===== src/rtl/cpu_sound_pkg.sv =====
// Shared types and constants for the main-CPU side of the sound command channel.
package cpu_sound_pkg;

    // Sequencer states of the command transmitter.
    typedef enum logic [2:0] {
        IDLE   = 3'd0,
        SETUP  = 3'd1,
        STROBE = 3'd2,
        HOLD   = 3'd3,
        INT    = 3'd4,
        GAP    = 3'd5,
        CLEAR  = 3'd6
    } snd_state_t;

    // Width of the CLR_AL pulse that wipes the sound-side latches.
    localparam int CLR_PULSE_CYCLES = 2;

    // Value the sound Z80 interprets as "do nothing".
    localparam logic [7:0] SOUND_CMD_NOP = 8'h00;

    // Strobe and interrupt pulses cannot be shorter than one cycle.
    function automatic int at_least_one(input int n);
        return (n < 1) ? 1 : n;
    endfunction

    function automatic int max_int(input int a, input int b);
        return (a > b) ? a : b;
    endfunction

endpackage


===== src/rtl/sync_fifo_fwft.sv =====
// First-word-fall-through synchronous FIFO: the head entry is visible on
// head while empty is low, and pop simply advances to the next entry.
module sync_fifo_fwft #(
    parameter int WIDTH = 8,
    parameter int DEPTH = 4
) (
    input  logic                     clk,
    input  logic                     rst,
    input  logic                     push,
    input  logic [WIDTH-1:0]         push_data,
    input  logic                     pop,
    input  logic                     flush,
    output logic [WIDTH-1:0]         head,
    output logic [$clog2(DEPTH):0]   level,
    output logic                     full,
    output logic                     empty
);

    localparam int PTR_W = $clog2(DEPTH);
    localparam int LVL_W = PTR_W + 1;

    logic [WIDTH-1:0] mem [DEPTH];
    logic [PTR_W-1:0] rd_ptr;
    logic [PTR_W-1:0] wr_ptr;
    logic             do_push;
    logic             do_pop;

    // Pushes into a full FIFO and pops from an empty one are ignored.
    assign do_push = push & ~full;
    assign do_pop  = pop & ~empty;

    assign full  = (level == LVL_W'(DEPTH));
    assign empty = (level == '0);
    assign head  = mem[rd_ptr];

    // Storage array; contents need no reset because level gates their use.
    always_ff @(posedge clk) begin
        if (do_push && !flush) begin
            mem[wr_ptr] <= push_data;
        end
    end

    // Pointers wrap naturally since DEPTH is a power of two.
    always_ff @(posedge clk) begin
        if (rst || flush) begin
            rd_ptr <= '0;
            wr_ptr <= '0;
            level  <= '0;
        end else begin
            if (do_push) begin
                wr_ptr <= wr_ptr + 1'b1;
            end
            if (do_pop) begin
                rd_ptr <= rd_ptr + 1'b1;
            end
            level <= level + LVL_W'(do_push) - LVL_W'(do_pop);
        end
    end

endmodule


===== src/rtl/cpu_sound_command_transmitter.sv =====
// Main-CPU side of the sound command channel. Queues command bytes and plays
// each one onto the sound board latch interface: DB set up, OUT0_AL strobe
// (LS175 capture on the rising edge), DB hold, INT_AL pulse (LS74 set on the
// rising edge), then a gap so the sound Z80 can read the latches.
//
// state  | meaning
// -------+------------------------------------------------------------
// IDLE   | nothing in flight; pops the FIFO head into DB when available
// SETUP  | DB driven, waiting before the strobe falls
// STROBE | OUT0_AL low, LS175 pair transparent to DB
// HOLD   | OUT0_AL back high, DB still held for the latch hold time
// INT    | INT_AL low, requesting a sound Z80 interrupt
// GAP    | quiet time for the sound Z80 to read the latches
// CLEAR  | CLR_AL low, latches wiped, FIFO flushed
module cpu_sound_command_transmitter
    import cpu_sound_pkg::*;
#(
    parameter int FIFO_DEPTH    = 4,
    parameter int SETUP_CYCLES  = 2,
    parameter int STROBE_CYCLES = 2,
    parameter int HOLD_CYCLES   = 1,
    parameter int INT_CYCLES    = 4,
    parameter int GAP_CYCLES    = 64
) (
    input  logic                          CPU_CLOCK,
    input  logic                          RESET,
    input  logic [7:0]                    CMD_DATA,
    input  logic                          CMD_VALID,
    output logic                          CMD_READY,
    input  logic                          CLR_REQ,
    output logic [7:0]                    DB,
    output logic                          OUT0_AL,
    output logic                          INT_AL,
    output logic                          CLR_AL,
    output logic                          BUSY,
    output logic [$clog2(FIFO_DEPTH):0]   FIFO_LEVEL,
    output logic                          OVERFLOW
);

    localparam int LVL_W    = $clog2(FIFO_DEPTH) + 1;
    localparam int STROBE_N = at_least_one(STROBE_CYCLES);
    localparam int INT_N    = at_least_one(INT_CYCLES);
    localparam int MAX_N    = max_int(max_int(max_int(SETUP_CYCLES, STROBE_N),
                                              max_int(HOLD_CYCLES, INT_N)),
                                      max_int(GAP_CYCLES, CLR_PULSE_CYCLES));
    // The counter only ever holds N-1, so clog2(MAX_N) bits suffice.
    localparam int CNT_W    = (MAX_N > 1) ? $clog2(MAX_N) : 1;

    snd_state_t       state;
    snd_state_t       state_nx;
    logic [CNT_W-1:0] cnt;
    logic [CNT_W-1:0] cnt_nx;
    logic             enter;
    logic             cnt_done;

    logic             fifo_push;
    logic             fifo_pop;
    logic             fifo_flush;
    logic [7:0]       fifo_head;
    logic [LVL_W-1:0] fifo_level;
    logic [LVL_W-1:0] level_nx;
    logic             fifo_full;
    logic             fifo_empty;

    logic [7:0]       db_nx;
    logic             out0_nx;
    logic             int_nx;
    logic             clr_nx;
    logic             busy_nx;
    logic             ready_nx;
    logic             ovf_nx;

    // Dwell time of each timed state, expressed as the counter's load value.
    function automatic logic [CNT_W-1:0] load_for(input snd_state_t s);
        logic [CNT_W-1:0] v;
        v = '0;
        case (s)
            SETUP:   v = CNT_W'(SETUP_CYCLES - 1);
            STROBE:  v = CNT_W'(STROBE_N - 1);
            HOLD:    v = CNT_W'(HOLD_CYCLES - 1);
            INT:     v = CNT_W'(INT_N - 1);
            GAP:     v = CNT_W'(GAP_CYCLES - 1);
            CLEAR:   v = CNT_W'(CLR_PULSE_CYCLES - 1);
            default: v = '0;
        endcase
        return v;
    endfunction

    // A clear request wins over any write or pop in the same cycle.
    assign fifo_flush = CLR_REQ;
    assign fifo_push  = CMD_VALID & CMD_READY & ~fifo_full & ~CLR_REQ;
    assign fifo_pop   = (state == IDLE) & ~fifo_empty & ~CLR_REQ;
    assign level_nx   = fifo_flush ? '0
                      : fifo_level + LVL_W'(fifo_push) - LVL_W'(fifo_pop);
    assign cnt_done   = (cnt == '0);

    sync_fifo_fwft #(
        .WIDTH (8),
        .DEPTH (FIFO_DEPTH)
    ) u_cmd_fifo (
        .clk       (CPU_CLOCK),
        .rst       (RESET),
        .push      (fifo_push),
        .push_data (CMD_DATA),
        .pop       (fifo_pop),
        .flush     (fifo_flush),
        .head      (fifo_head),
        .level     (fifo_level),
        .full      (fifo_full),
        .empty     (fifo_empty)
    );

    assign FIFO_LEVEL = fifo_level;

    // State register and the shared dwell down-counter.
    always_ff @(posedge CPU_CLOCK) begin
        if (RESET) begin
            state <= IDLE;
            cnt   <= '0;
        end else begin
            state <= state_nx;
            cnt   <= cnt_nx;
        end
    end

    // Next-state logic; zero-length SETUP, HOLD and GAP are skipped entirely.
    always_comb begin
        state_nx = state;
        enter    = 1'b0;
        if (CLR_REQ) begin
            state_nx = CLEAR;
            enter    = 1'b1;
        end else begin
            case (state)
                IDLE: begin
                    if (!fifo_empty) begin
                        state_nx = (SETUP_CYCLES > 0) ? SETUP : STROBE;
                        enter    = 1'b1;
                    end
                end
                SETUP: begin
                    if (cnt_done) begin
                        state_nx = STROBE;
                        enter    = 1'b1;
                    end
                end
                STROBE: begin
                    if (cnt_done) begin
                        state_nx = (HOLD_CYCLES > 0) ? HOLD : INT;
                        enter    = 1'b1;
                    end
                end
                HOLD: begin
                    if (cnt_done) begin
                        state_nx = INT;
                        enter    = 1'b1;
                    end
                end
                INT: begin
                    if (cnt_done) begin
                        state_nx = (GAP_CYCLES > 0) ? GAP : IDLE;
                        enter    = 1'b1;
                    end
                end
                GAP: begin
                    if (cnt_done) begin
                        state_nx = IDLE;
                        enter    = 1'b1;
                    end
                end
                CLEAR: begin
                    if (cnt_done) begin
                        state_nx = IDLE;
                        enter    = 1'b1;
                    end
                end
                default: begin
                    state_nx = IDLE;
                    enter    = 1'b1;
                end
            endcase
        end
        cnt_nx = enter ? load_for(state_nx)
               : (cnt_done ? cnt : cnt - CNT_W'(1));
    end

    // Output values for the next cycle, derived from the state being entered
    // so the registered pins line up exactly with the state register.
    always_comb begin
        db_nx = DB;
        if (CLR_REQ) begin
            db_nx = SOUND_CMD_NOP;
        end else if (fifo_pop) begin
            db_nx = fifo_head;
        end
        out0_nx  = (state_nx != STROBE);
        int_nx   = (state_nx != INT);
        clr_nx   = (state_nx != CLEAR);
        busy_nx  = (state_nx != IDLE) || (level_nx != '0);
        ready_nx = (state_nx != CLEAR) && (level_nx != LVL_W'(FIFO_DEPTH));
        ovf_nx   = CLR_REQ ? 1'b0 : (OVERFLOW | (CMD_VALID & fifo_full));
    end

    // Output registers; reset parks the latch interface in its quiet state
    // with the latches held clear.
    always_ff @(posedge CPU_CLOCK) begin
        if (RESET) begin
            DB        <= SOUND_CMD_NOP;
            OUT0_AL   <= 1'b1;
            INT_AL    <= 1'b1;
            CLR_AL    <= 1'b0;
            BUSY      <= 1'b0;
            CMD_READY <= 1'b0;
            OVERFLOW  <= 1'b0;
        end else begin
            DB        <= db_nx;
            OUT0_AL   <= out0_nx;
            INT_AL    <= int_nx;
            CLR_AL    <= clr_nx;
            BUSY      <= busy_nx;
            CMD_READY <= ready_nx;
            OVERFLOW  <= ovf_nx;
        end
    end

endmodule


===== config.mk =====
export PLATFORM = sky130hd
export DESIGN_NAME = cpu_sound_command_transmitter
export DESIGN_NICKNAME = d
export VERILOG_FILES = /design/src/rtl/cpu_sound_pkg.sv /design/src/rtl/sync_fifo_fwft.sv /design/src/rtl/cpu_sound_command_transmitter.sv
export SDC_FILE = /design/constraint.sdc
export NUM_CORES = 1
export LEC_CHECK = 0
export CAP_MARGIN = 5
export CORE_AREA = 2 2 87 89
export CTS_BUF_LIST = sky130_fd_sc_hd__clkbuf_16
export DETAILED_ROUTE_END_ITERATION = 6
export DIE_AREA = 0 0 89 91
export PLACE_DENSITY = 0.61
export SLEW_MARGIN = 25
export SYNTH_ARGS = -nofsm -noshare
export SYNTH_HDL_FRONTEND = slang
export SYNTH_SLANG_ARGS = --single-unit

===== constraint.sdc =====
create_clock -name CPU_CLOCK -period 3.95 [get_ports CPU_CLOCK]
set_clock_uncertainty 0.1 [all_clocks]
set_input_delay 0.395 -clock CPU_CLOCK [delete_from_list [all_inputs] [get_ports CPU_CLOCK]]
set_output_delay 0.395 -clock CPU_CLOCK [all_outputs]
set_load 0.02 [all_outputs]

==> impl_results.md <==
- Post-Synthesis Cells: 222
- Max_slew headroom: 56.7%
- Routed WL: 5.07 mm
- Switching share of power: 27.5%
- CTS root buf: clkbuf_16
- Post-Syn Nets: 248
- Initial Util: 39.0%
- CP required: 4.05 ns
- Synth Register Bits: 62
- Outcome: complete, no violations
- Core area: 7140 µm²
- Post-synthesis cell area: 2780 µm²
- Skew-Pair Late Insertion Delay: 0.32 ns
- Cell family with most CP delay: simple AND/OR/NAND/NOR gates
- Post-detail-place hpwl: 3.47 mm
- Startpoint Class: register
- Synthesized area per cell: 12.5 µm²
- Critical Path Source: state[2]
- Max-cap violations: 0
- WS Path Type: register to register
- DRC: 0
- Post-place instance area: 3140 µm²
- Via-to-Cell Ratio: 4.79
- Power Total: 1.72 mW
- Flop pwr share: 43.0%
- Max Clk Rate: 0.339 GHz
- Buffers added on ports: 28
- Hold Path Class: register to register
- Share of cells above drive strength 1: 14.5%
- Seq/Total Area, Yosys: 56.2%
- Critical path's largest stage delay: 0.51 ns
- Post-route cell area: 3420 µm²
- DIE AREA: 8100 µm²
- Period utilization: 74.7%
- Antenna violations before repair: 0
- Pwr Density: 502 nW/µm²
- Setup TNS: 0 ns
- Reg clk slew, reported paths: 0.05 ns
- Worst Tran Pin Value: 0.648 ns
- Die W: 89 µm
- Worst-path fanout max: 10
- Final cell count without fillers: 355
- Initial DRC Count: 49
- Placed insts: 339
- Min Hold Slack: 0.379 ns
- Worst r2r src: state[2]
- # fillers: 668
- H-Tree Depth: 3
- Peak VDD IR: 0.374 mV
- CTS Buf Count: 9
- Hold violation count in the final report: 0
- Comb pwr share: 15.6%
- Longest Clk Path Bufs: 2
- Largest family of logic cells by synthesized area: simple AND/OR/NAND/NOR gates
- CTS Hold Buffers Added: 0
- Largest net degree at the start of global routing: 16
- GRT Overall Usage: 14.0%
- Post-Synth Simple-Gate Area: 11.6%
- Io pins: 29
- Num Clock Sinks: 62
- Routability congestion estimate: 0.799
- Internal power: 1.25 mW
- Slowest cell on crit path: or3_1
- Yosys Warn Count: 0
- Final Setup Violations: 0
- P_sw: 0.472 mW
- CP Buf/Inv Count: 1
- Fin nets: 277
- Cell row count: 31
- Synth Area in XOR/XNOR: 3.15%
- Detail-routed net length per standard cell: 14.3 µm
- Vias in the first global route: 1,669
- Postcts setup bufs: 0
- Worst setup EP type: register
- N_diodes: 0
- Detailed-route via count: 1,699
- Leakage: 1.20 nW
- Final ANT Viol Nets: 0
- Die H: 91 µm
- TritonCTS clock tree: done
- Power share of the clock group: 41.4%
- Worst path cell trace: or3_1 > nor3_4 > ha_1 > inv_1 > ha_1 > fa_1 > nor2_1 > nand2_1 > nor3_1 > nor2_1
- Netlist cell types: 43
- Fin crit period: 2.95 ns
- Grt ovf: 0
- Hold wc startpoint: OVERFLOW
- First-pass GRT wire length: 8.40 mm
- CTS resizes: 0
- Worst EP arrival: 3.05 ns
- Synth Area in Adders: 7.20%
- Drt first pass iters: 4
- Area Growth Syn to Fin: 23.0%
- Synth Area in Compound Gates: 7.52%
- RSZ-0062 raised after global routing: false
- Proportion of synthesized area in mux cells: 10.8%
- Slew Limit Fails: 0
## per-layer routing
layer | global-route usage [%] | routed length [µm] | part of all wire (%)
met3 | 5.73 | 224 | 4.4
met4 | 4.85 | 38 | 0.75
met2 | 21.8 | 2510 | 50
met1 | 17.7 | 2290 | 45
met5 | 0 | 0 | 0
## sequential cells by signal (all words and copies together) (netlist names), 2 cells and up
register / flops
u_cmd_fifo.mem: 32
DB: 8
cnt: 6
state: 3
u_cmd_fifo.level: 3
u_cmd_fifo.rd_ptr: 2
u_cmd_fifo.wr_ptr: 2
## final cells by class
| type | instances | area, µm² | area share, % |
|---|---|---|---|
| sequential | 62 | 1560 | 45.7 |
| multi-input combinational | 135 | 1120 | 32.7 |
| timing repair buffer | 29 | 288 | 8.42 |
| clock buffer | 9 | 225 | 6.59 |
| tap | 99 | 124 | 3.62 |
| inverter | 14 | 52.6 | 1.54 |
| clock inverter | 7 | 50.0 | 1.46 |
## worst min-delay path, cell delays in order (launching register included)
cell	delay (ns)
dfxtp_1	0.33
a31oi_1	0.04
nor2_1	0.07
## final timing paths
check / depth (start not counted) / slack (ns) / endpoint
hold reg to reg: 2 / 0.38 / OVERFLOW
setup / recovery: 10 / 1.0 / BUSY
hold / removal: 2 / 0.38 / OVERFLOW
setup reg to reg: 10 / 1.0 / BUSY
## synth_stat cells, drive strengths merged
library cell / count / area share (%)
ha: 12 / 5.4
nor2b: 2 / 0.45
clkbuf: 3 / 0.41
fa: 2 / 1.4
buf: 8 / 1.3
mux2i: 12 / 4.3
or4b: 1 / 0.36
or3: 3 / 0.68
or2: 1 / 0.23
a32oi: 1 / 0.32
nand3: 3 / 0.54
dfxtp: 30 / 22
a21boi: 3 / 0.94
edfxtp: 32 / 35
a21o: 1 / 0.27
xnor2: 4 / 1.3
a21oi: 4 / 0.85
xor2: 6 / 1.9
o31ai: 2 / 0.90
maj3: 1 / 0.36
nor2: 29 / 4.3
o21a: 2 / 0.59
mux4: 8 / 6.5
and2: 5 / 1.1
a31oi: 4 / 0.90
a211oi: 4 / 1.3
o311ai: 1 / 0.32
nand2: 8 / 1.1
a22oi: 1 / 0.27
nor3: 9 / 2.6
o21ai: 5 / 0.90
nand2b: 1 / 0.23
inv: 14 / 1.9
## power by group through the flow
stage / combinational, mW / clock, mW / sequential (mW)
detailed placement: 0.268 / 0 / 0.751
floorplan: 0.203 / 0 / 0.747
CTS: 0.269 / 0.737 / 0.739
global route: 0.306 / 0.762 / 0.743
global placement: 0.265 / 0 / 0.751
finish: 0.267 / 0.711 / 0.739
## logic make-up after synthesis
| group | after synthesis |
|---|---|
| xor gates and xnor gates | 10 |
| DFF | 62 |
| AOI/OAI and AO/OA | 28 |
| and+or+nand+nor | 62 |
| adders and majority gates | 15 |
| muxes | 20 |
| buffers and inverters | 25 |
## layout by cell type (no fill, tap or decap), drive strengths merged
cell	netlist	layout
o311ai	1	1
clkbuf	3	9
xor2	6	6
buf	8	1
a21o	1	1
nor3	9	9
a21oi	4	4
nand2b	1	1
o21a	2	2
and2	5	5
xnor2	4	4
dfxtp	30	30
a22oi	1	1
a211oi	4	4
o21ai	5	5
or2	1	1
maj3	1	1
clkinv	0	3
ha	12	12
clkinvlp	0	3
inv	14	15
nor2	29	29
mux2i	12	12
a21boi	3	3
nand3	3	3
edfxtp	32	32
fa	2	2
a32oi	1	1
or3	3	3
nor2b	2	2
mux4	8	8
clkdlybuf4s50	0	28
a31oi	4	4
or4b	1	1
nand2	8	8
o31ai	2	2
## stage by stage
| step | setup WS [ns] | utilization, % |
|---|---|---|
| 3_3_place_gp | 0.927 | 44.1 |
| 3_5_place_dp | 0.915 | 44.1 |
| 2_1_floorplan | 1.19 | - |
| 6_report | 0.999 | 47.9 |
| 4_1_cts | 0.964 | 47.9 |
| 5_1_grt | 0.748 | 47.9 |
Note: power is estimated with default switching activity, not from simulation.
